[src/rtl/tomasulo_core.sv]
// Single-issue out-of-order integer core (Tomasulo): three ADD/SUB and two
// MUL reservation stations, one adder, one multiplier, one shared CDB.
// Ports: clk1/rst_n (sync, active-low); pc/issue_en offer imem[pc];
// imem_we/imem_waddr/imem_wdata load the 16-word imem (also during reset);
// stall = no free station for the offered class; cdb_* = current broadcast;
// dbg_raddr -> dbg_rdata/dbg_tag read one register's value and status tag.
module tomasulo_core (
    input  logic        clk1,
    input  logic        rst_n,
    input  logic [3:0]  pc,
    input  logic        issue_en,
    input  logic        imem_we,
    input  logic [3:0]  imem_waddr,
    input  logic [15:0] imem_wdata,
    output logic        stall,
    output logic        cdb_valid,
    output logic [2:0]  cdb_tag,
    output logic [15:0] cdb_value,
    input  logic [3:0]  dbg_raddr,
    output logic [15:0] dbg_rdata,
    output logic [2:0]  dbg_tag
);

    logic [15:0] imem_q [16];
    logic [15:0] rval_q [16];
    logic [2:0]  rtag_q [16];

    // Station i carries tag i+1: 0..2 are ADD/SUB, 3..4 are MUL.
    logic        rs_busy_q [5];
    logic        rs_disp_q [5];
    logic        rs_sub_q  [5];
    logic [15:0] rs_vj_q   [5];
    logic [15:0] rs_vk_q   [5];
    logic [2:0]  rs_qj_q   [5];
    logic [2:0]  rs_qk_q   [5];

    logic        alu_busy_q;
    logic [1:0]  alu_cnt_q;
    logic [15:0] alu_res_q;
    logic [2:0]  alu_tag_q;
    logic        mul_busy_q;
    logic [1:0]  mul_cnt_q;
    logic [15:0] mul_res_q;
    logic [2:0]  mul_tag_q;

    // Decode of the offered instruction
    logic [15:0] instr;
    logic [1:0]  op;
    logic [3:0]  rd, rs1, rs2;
    logic        is_mul, is_nop;
    logic        unused_bits;

    assign instr       = imem_q[pc];
    assign op          = instr[15:14];
    assign rd          = instr[13:10];
    assign rs1         = instr[9:6];
    assign rs2         = instr[5:2];
    assign unused_bits = ^instr[1:0];
    assign is_mul      = (op == 2'b10);
    assign is_nop      = (op == 2'b11);

    // Lowest free station of the offered class
    logic       free_ok;
    logic [2:0] free_idx;
    logic [2:0] iss_tag;
    logic       do_issue;

    always_comb begin
        free_ok  = 1'b0;
        free_idx = 3'd0;
        if (is_mul) begin
            for (int i = 4; i >= 3; i--) begin
                if (!rs_busy_q[i]) begin
                    free_ok  = 1'b1;
                    free_idx = 3'(i);
                end
            end
        end else begin
            for (int i = 2; i >= 0; i--) begin
                if (!rs_busy_q[i]) begin
                    free_ok  = 1'b1;
                    free_idx = 3'(i);
                end
            end
        end
    end

    assign stall    = issue_en && !is_nop && !free_ok;
    assign do_issue = issue_en && !is_nop && free_ok;
    assign iss_tag  = free_idx + 3'd1;

    // CDB: multiplier wins, the adder holds its result until granted
    logic alu_done, mul_done, alu_grant;

    assign alu_done  = alu_busy_q && (alu_cnt_q == 2'd0);
    assign mul_done  = mul_busy_q && (mul_cnt_q == 2'd0);
    assign alu_grant = alu_done && !mul_done;
    assign cdb_valid = alu_done || mul_done;
    assign cdb_tag   = mul_done ? mul_tag_q : alu_tag_q;
    assign cdb_value = mul_done ? mul_res_q : alu_res_q;

    // Operand read; a tag being broadcast this cycle is forwarded
    logic [2:0]  t1, t2;
    logic [15:0] s1_v, s2_v;
    logic [2:0]  s1_q, s2_q;

    always_comb begin
        t1   = rtag_q[rs1];
        t2   = rtag_q[rs2];
        s1_v = rval_q[rs1];
        s1_q = 3'd0;
        s2_v = rval_q[rs2];
        s2_q = 3'd0;
        if (t1 != 3'd0) begin
            if (cdb_valid && cdb_tag == t1) begin
                s1_v = cdb_value;
            end else begin
                s1_v = 16'd0;
                s1_q = t1;
            end
        end
        if (t2 != 3'd0) begin
            if (cdb_valid && cdb_tag == t2) begin
                s2_v = cdb_value;
            end else begin
                s2_v = 16'd0;
                s2_q = t2;
            end
        end
    end

    // Dispatch selection
    logic       rdy [5];
    logic       alu_go, mul_go;
    logic [2:0] alu_idx, mul_idx;

    always_comb begin
        for (int i = 0; i < 5; i++) begin
            rdy[i] = rs_busy_q[i] && !rs_disp_q[i] &&
                     (rs_qj_q[i] == 3'd0) && (rs_qk_q[i] == 3'd0);
        end
        alu_go  = 1'b0;
        alu_idx = 3'd0;
        for (int i = 2; i >= 0; i--) begin
            if (rdy[i]) begin
                alu_go  = !alu_busy_q;
                alu_idx = 3'(i);
            end
        end
        mul_go  = 1'b0;
        mul_idx = 3'd3;
        for (int i = 4; i >= 3; i--) begin
            if (rdy[i]) begin
                mul_go  = !mul_busy_q;
                mul_idx = 3'(i);
            end
        end
    end

    always_ff @(posedge clk1) begin
        if (imem_we) begin
            imem_q[imem_waddr] <= imem_wdata;
        end
    end

    always_ff @(posedge clk1) begin
        if (!rst_n) begin
            for (int k = 0; k < 16; k++) begin
                rval_q[k] <= 16'(k);
                rtag_q[k] <= 3'd0;
            end
            for (int i = 0; i < 5; i++) begin
                rs_busy_q[i] <= 1'b0;
                rs_disp_q[i] <= 1'b0;
                rs_sub_q[i]  <= 1'b0;
                rs_vj_q[i]   <= 16'd0;
                rs_vk_q[i]   <= 16'd0;
                rs_qj_q[i]   <= 3'd0;
                rs_qk_q[i]   <= 3'd0;
            end
            alu_busy_q <= 1'b0;
            alu_cnt_q  <= 2'd0;
            alu_res_q  <= 16'd0;
            alu_tag_q  <= 3'd0;
            mul_busy_q <= 1'b0;
            mul_cnt_q  <= 2'd0;
            mul_res_q  <= 16'd0;
            mul_tag_q  <= 3'd0;
        end else begin
            if (cdb_valid) begin
                for (int k = 0; k < 16; k++) begin
                    if (rtag_q[k] == cdb_tag) begin
                        rval_q[k] <= cdb_value;
                        rtag_q[k] <= 3'd0;
                    end
                end
                for (int i = 0; i < 5; i++) begin
                    if (rs_busy_q[i] && rs_qj_q[i] == cdb_tag) begin
                        rs_vj_q[i] <= cdb_value;
                        rs_qj_q[i] <= 3'd0;
                    end
                    if (rs_busy_q[i] && rs_qk_q[i] == cdb_tag) begin
                        rs_vk_q[i] <= cdb_value;
                        rs_qk_q[i] <= 3'd0;
                    end
                    if (cdb_tag == 3'(i + 1)) begin
                        rs_busy_q[i] <= 1'b0;
                        rs_disp_q[i] <= 1'b0;
                    end
                end
            end

            // Placed after the broadcast so a new rename wins on the same rd
            if (do_issue) begin
                rtag_q[rd]          <= iss_tag;
                rs_busy_q[free_idx] <= 1'b1;
                rs_disp_q[free_idx] <= 1'b0;
                rs_sub_q[free_idx]  <= (op == 2'b01);
                rs_vj_q[free_idx]   <= s1_v;
                rs_qj_q[free_idx]   <= s1_q;
                rs_vk_q[free_idx]   <= s2_v;
                rs_qk_q[free_idx]   <= s2_q;
            end

            if (alu_go) begin
                rs_disp_q[alu_idx] <= 1'b1;
                alu_busy_q <= 1'b1;
                alu_cnt_q  <= 2'd1;
                alu_tag_q  <= alu_idx + 3'd1;
                alu_res_q  <= rs_sub_q[alu_idx] ?
                              rs_vj_q[alu_idx] - rs_vk_q[alu_idx] :
                              rs_vj_q[alu_idx] + rs_vk_q[alu_idx];
            end else if (alu_busy_q) begin
                if (alu_cnt_q != 2'd0) begin
                    alu_cnt_q <= alu_cnt_q - 2'd1;
                end else if (alu_grant) begin
                    alu_busy_q <= 1'b0;
                end
            end

            if (mul_go) begin
                rs_disp_q[mul_idx] <= 1'b1;
                mul_busy_q <= 1'b1;
                mul_cnt_q  <= 2'd3;
                mul_tag_q  <= mul_idx + 3'd1;
                mul_res_q  <= rs_vj_q[mul_idx] * rs_vk_q[mul_idx];
            end else if (mul_busy_q) begin
                if (mul_cnt_q != 2'd0) begin
                    mul_cnt_q <= mul_cnt_q - 2'd1;
                end else begin
                    mul_busy_q <= 1'b0;
                end
            end
        end
    end

    assign dbg_rdata = rval_q[dbg_raddr];
    assign dbg_tag   = rtag_q[dbg_raddr];

endmodule

[config.mk]
export PLATFORM = sky130hd
export DESIGN_NAME = tomasulo_core
export DESIGN_NICKNAME = d
export VERILOG_FILES = /design/src/rtl/tomasulo_core.sv
export SDC_FILE = /design/constraint.sdc
export NUM_CORES = 2
export LEC_CHECK = 0
export CORE_MARGIN = 2
export CORE_UTILIZATION = 45
export CTS_BUF_LIST = sky130_fd_sc_hd__clkbuf_16
export CTS_CLUSTER_SIZE = 28
export DETAILED_ROUTE_END_ITERATION = 12
export SLEW_MARGIN = 5
export SYNTH_ARGS = -nofsm -noshare
export SYNTH_HDL_FRONTEND = slang
export SYNTH_SLANG_ARGS = --single-unit
[constraint.sdc]
create_clock -name clk1 -period 8.7 [get_ports clk1]
set_input_delay 1.305 -clock clk1 [delete_from_list [all_inputs] [get_ports clk1]]
set_output_delay 1.305 -clock clk1 [all_outputs]
set_load 0.05 [all_outputs]
==> After elaboration in Yosys (flattened, before gate mapping) <==
Memory sizes are Yosys's and may differ from the RTL's.
Cells that the tools add are included.
{ "totals": {"ff_bits": 44, "ramBits": 765, "memories": 10, "inputBits": 32, "elab_cells": 442, "out_inout_bits": 40} }
{ "mem_list": {"columns": ["name", "depth", "word_bits", "read_ports", "rd_ports_with_merged_regs", "wr", "line_no", "rtl"], "rows": [
  ["imem_q", 16, 16, 1, 0, 1, "24", "logic [15:0] imem_q [16];"],
  ["rval_q", 16, 16, 3, 0, 16, "25", "logic [15:0] rval_q [16];"],
  ["rs_vj_q", 5, 16, 2, 0, 6, "32", "logic [15:0] rs_vj_q [5];"],
  ["rs_vk_q", 5, 16, 2, 0, 6, "33", "logic [15:0] rs_vk_q [5];"],
  ["rtag_q", 16, 3, 19, 0, 17, "26", "logic [2:0] rtag_q [16];"],
  ["rs_qj_q", 5, 3, 5, 0, 6, "34", "logic [2:0] rs_qj_q [5];"],
  ["4 more memories", null, null, null, null, null, null, null]
]} }
{ "op_classes": {"muxes": 247, "bitwise": 63, "reduce_logical": 69, "mul": 1, "eq_ne": 36, "n_addsub": 7} }
{ "ops": {"columns": ["operator", "n"], "rows": [
  ["$mux W16", 32],
  ["$mux W1", 169],
  ["$mux W3", 41],
  ["$eq A3 B3 Y1", 28],
  ["$or A1 B1 Y1", 62],
  ["$logic_and A1 B1 Y1", 33],
  ["$logic_not A3 Y1", 10],
  ["$add A16 B16 Y16", 1],
  ["$mul A16 B16 Y16", 1],
  ["$sub A16 B16 Y16", 1],
  ["$reduce_bool A2 Y1", 6],
  ["$logic_not A1 Y1", 10],
  ["$mux W2", 5],
  ["$add A3 B1 Y3 const B", 3],
  ["$eq A3 B2 Y1 const B", 2],
  ["$eq A3 B3 Y1 const B", 2],
  ["$reduce_and A2 Y1", 3],
  ["$reduce_bool A3 Y1", 2],
  ["$eq A2 B2 Y1 const B", 2],
  ["$logic_not A2 Y1", 2],
  ["$sub A2 B1 Y2 const B", 2],
  ["$eq A3 B1 Y1 const B", 1],
  ["$eq A2 B1 Y1 const B", 1],
  ["$reduce_or A2 Y1", 1],
  ["other kinds (3)", 3]
]} }

==> Logic depth before layout (Yosys ltp) <==
An unclocked memory read counts as a cell.
{ "logic_depth": {"ltp_word": 11, "mapped_depth": 28, "mapped_depth_nobuf": 24} }

==> Worst setup path after synthesis <==
No wires, ideal clock.
{ "synth_path": {"path_type": "register to register", "startpoint": "memory rs_qj_q[4][0]", "endpoint": "register mul_res_q[15]", "t_required_ns": 8.630, "arrival_time_ns": 7.510, "path_stages_with_launch": 27, "n_path_buf": 4, "path_slack_ns": 1.119, "setup_time_ns": 0.070, "synth_period_minus_slack_ns": 7.581, "cell_sequence": "edfxtp_1 -> or4b_2 -> a211oi_2 -> buf_2 -> buf_2 -> buf_2 -> buf_1 -> mux2i_1 -> nor2_1 -> fa_1 -> inv_1 -> fa_1 -> fa_1 -> fa_1 -> inv_1 -> fa_1 -> inv_1 -> fa_1 -> inv_1 -> ha_1 -> and3_1 -> a21oi_1 -> o21ai_0 -> o41ai_1 -> xnor2_1 -> nand2_1 -> a21oi_1"} }
{ "synth_lines": {"columns": ["item", "line_no", "rtl"], "rows": [
  ["from (decl)", "34", null],
  ["to (signal assigned)", "246", "mul_res_q <= rs_vj_q[mul_idx] * rs_vk_q[mul_idx];"],
  ["to (decl)", "43", "logic [15:0] mul_res_q;"]
]} }

==> results.json <==
{
  "status": "completed",
  "leakage_nw": 19.9,
  "setup_tns_ps": 0,
  "drc": 0,
  "drt_iter0_markers": 3828,
  "rsz0062_at_grt": "false",
  "clock_sinks": 774,
  "critPathKind": "reg -> reg",
  "r2r_end": "mul_res_q[15]$_SDFFE_PN0P_",
  "track_usage": 0.273,
  "synth_warnings": 0,
  "gp_congestion": 0.906,
  "drtAntennaViolNets": 0,
  "synth-edff-count": 718,
  "ys_seq_area_frac": 0.481,
  "numCtsBuffers": 87,
  "ctsHoldBuffers": 0,
  "cts_tree": "yes",
  "post_cts_buffers": 0,
  "worstMarginPinSlew_ps": 1210,
  "worst-r2r-setup-slack_ps": 1060,
  "hp-class": "reg -> reg",
  "synth_nets": 4100,
  "post_cts_resized": 0,
  "clkTransAtPathRegs_ps": 60,
  "grt_pass1_wl_microns": 218000,
  "crit_path_cell_trace": "or4b_2 > a211oi_4 > buf_4 > buf_4 > mux2i_1 > nor2_1 > fa_1 > fa_1 > inv_1 > fa_1 > fa_1 > fa_1 > fa_1 > xnor2_1 > xnor2_1 > xnor2_1 > xnor2_1 > xnor2_1 > xnor3_1 > xnor2_1 > nand2_1 > a21oi_1",
  "synth.avg_cell_area_sq_um": 12.1,
  "die-area_sq_um": 107000,
  "die_h_microns": 328,
  "period_share": 0.878,
  "syn_inst": 3914,
  "dp.cells": 5219,
  "synthesis.area_sq_um": 47200,
  "critical_path.endpoint": "mul_res_q[15]$_SDFFE_PN0P_",
  "cp.required_ps": 9280,
  "portBuffers": 69,
  "clock-skew-final_ps": 36.5,
  "root_buffer": "clkbuf_16",
  "cpMaxStageDelayCell": "or4b_2",
  "grt_antenna_before_repair": 2,
  "ys_ff_latch": 774,
  "clockBufferDepth": 3,
  "antenna_cells": 0,
  "setup.worst_path.start": "rs_qj_q[4][0]$_SDFFCE_PN0P_",
  "grt_max_degree": 80,
  "rows": 118,
  "fin_util": 0.504,
  "worstReg2RegStart": "rs_qj_q[4][0]$_SDFFCE_PN0P_",
  "synthArstFlopShare": 0,
  "vias_per_cell": 6.27,
  "synth_flop_cell": "edfxtp_1",
  "grt_pass1_vias": 32735,
  "dp_hpwl_microns": 98100,
  "peakVddDrop_mv": 0.151,
  "ff2ff_path_depth": 22,
  "drive_gt1_frac": 0.175,
  "cp-end-kind": "flop",
  "hold_violations": 0,
  "layout.nets": 4114,
  "layout.cells.non_filler": 5376,
  "synth.distinct_cells": 84,
  "powerDensity_nw_per_um2": 192,
  "via_count": 33717,
  "htreeDepth": 3,
  "fmax_mhz": 131,
  "dr.pass1.iters": 5,
  "max_stage_delay_ps": 750,
  "grt-ovfl-total": 0,
  "die_w_microns": 328,
  "critical_path_arrival_ps": 8220,
  "slew_violations": 0,
  "finalSetupViolations": 0,
  "layout_commonest_cell": "edfxtp_1",
  "detail_route.wl_per_cell_microns": 27.6,
  "area_growth_pct": 10.9,
  "mostFrequentLayoutCells": "718 x edfxtp_1, 383 x mux2i_1, 382 x nor2_1",
  "clk_latency_ps": 680,
  "wl_microns": 148000,
  "worst_setup_path_start_kind": "flop",
  "path_max_fanout": 13,
  "ios": 72,
  "slew_headroom": 0.192,
  "initial_core_util": 0.454,
  "core_area_sq_um": 104000,
  "fillers": 9042,
  "final.min_clock_period_ps": 7640,
  "max-cap-violations": 0
}
logic make-up after synthesis:
group | Yosys count | share of synthesized area
simple gates | 1020 | 0.0968
fa+ha+maj | 154 | 0.0537
compound gates | 633 | 0.0982
xor+xnor | 151 | 0.0283
mux | 723 | 0.200
flops | 774 | 0.481
buf+inv | 459 | 0.0416
cells in the mapped netlist (73+ instances only):
master / n / area, sq um
fa_1: 81 / 1620
ha_1: 73 / 913
clkbuf_1: 166 / 623
mux2_2: 175 / 1970
xnor2_1: 137 / 1200
buf_2: 76 / 380
a41o_1: 90 / 901
a21oi_1: 100 / 500
edfxtp_1: 718 / 21600
mux4_2: 157 / 3540
nand3_1: 110 / 551
o21ai_0: 85 / 425
inv_1: 161 / 604
nor2_1: 382 / 1430
nand2_1: 285 / 1070
mux2i_1: 385 / 3850
o22ai_1: 136 / 851
registers in the layout (all words and copies together) (netlist names), 16 cells and up:
register   count
rs_vj_q       80
alu_res_q     16
rs_vk_q       80
rtag_q        48
rval_q       256
mul_res_q     16
imem_q       224
area by class of cell:
class | count | area [sq um] | share of cell area
Multi-Input combinational cell | 2681 | 22700 | 0.433
Inverter | 165 | 619 | 0.0118
Tap cell | 1380 | 1730 | 0.0330
Timing Repair Buffer | 219 | 1840 | 0.0352
Clock buffer | 90 | 2250 | 0.0431
Sequential cell | 774 | 22700 | 0.434
Clock inverter | 67 | 522 | 0.00997
worst min-delay path by stage:
stage,startpoint,endpoint,slack (ps),depth (start not counted)
2_1_floorplan,mul_res_q[10]$_SDFFE_PN0P_,mul_res_q[10]$_SDFFE_PN0P_,430,2
3_3_place_gp,alu_res_q[3]$_SDFFE_PN0P_,alu_res_q[3]$_SDFFE_PN0P_,440,2
3_5_place_dp,mul_res_q[6]$_SDFFE_PN0P_,mul_res_q[6]$_SDFFE_PN0P_,450,2
4_1_cts,alu_res_q[10]$_SDFFE_PN0P_,alu_res_q[10]$_SDFFE_PN0P_,450,2
5_1_grt,alu_res_q[5]$_SDFFE_PN0P_,alu_res_q[5]$_SDFFE_PN0P_,470,2
6_report,alu_res_q[4]$_SDFFE_PN0P_,alu_res_q[4]$_SDFFE_PN0P_,450,2
per-stage QoR:
step | hold slack (ps) | cell area, sq um | setup slack (ps) | power (mW)
after floorplan | 431 | 47200 | 1120 | 5.80
after global placement | 437 | 49500 | 1080 | 6.45
after detailed placement | 446 | 49500 | 1010 | 6.47
after CTS | 452 | 52300 | 961 | 10.1
after global routing | 466 | 52300 | 633 | 10.4
final | 451 | 52300 | 1060 | 10.0
worst max-delay path, delay by kind of cell, from the launching register on:
kind / cells / cell delay (ps)
flops: 1 / 400
compound gates: 2 / 760
xor+xnor: 7 / 1550
simple gates: 3 / 950
buf+inv: 3 / 670
mux: 1 / 550
fa+ha+maj: 6 / 2640
power by group:
group	internal, mW	switching (mW)	total, mW	leakage [nW]
combinational	0.804	1.32	2.13	11.0
sequential	4.20	0.0895	4.29	7.52
clock	2.08	1.54	3.61	1.45
total	7.09	2.95	10.0	19.9
per-layer routing:
metal | GRT usage | up-vias | part of all wire
li1 | - | 14811 | -
met1 | 0.384 | 17061 | 0.42
met2 | 0.428 | 1565 | 0.46
met3 | 0.0489 | 280 | 0.086
met4 | 0.0924 | 0 | 0.034
met5 | 0 | - | 0
Note: power is estimated with default switching activity, not from simulation.
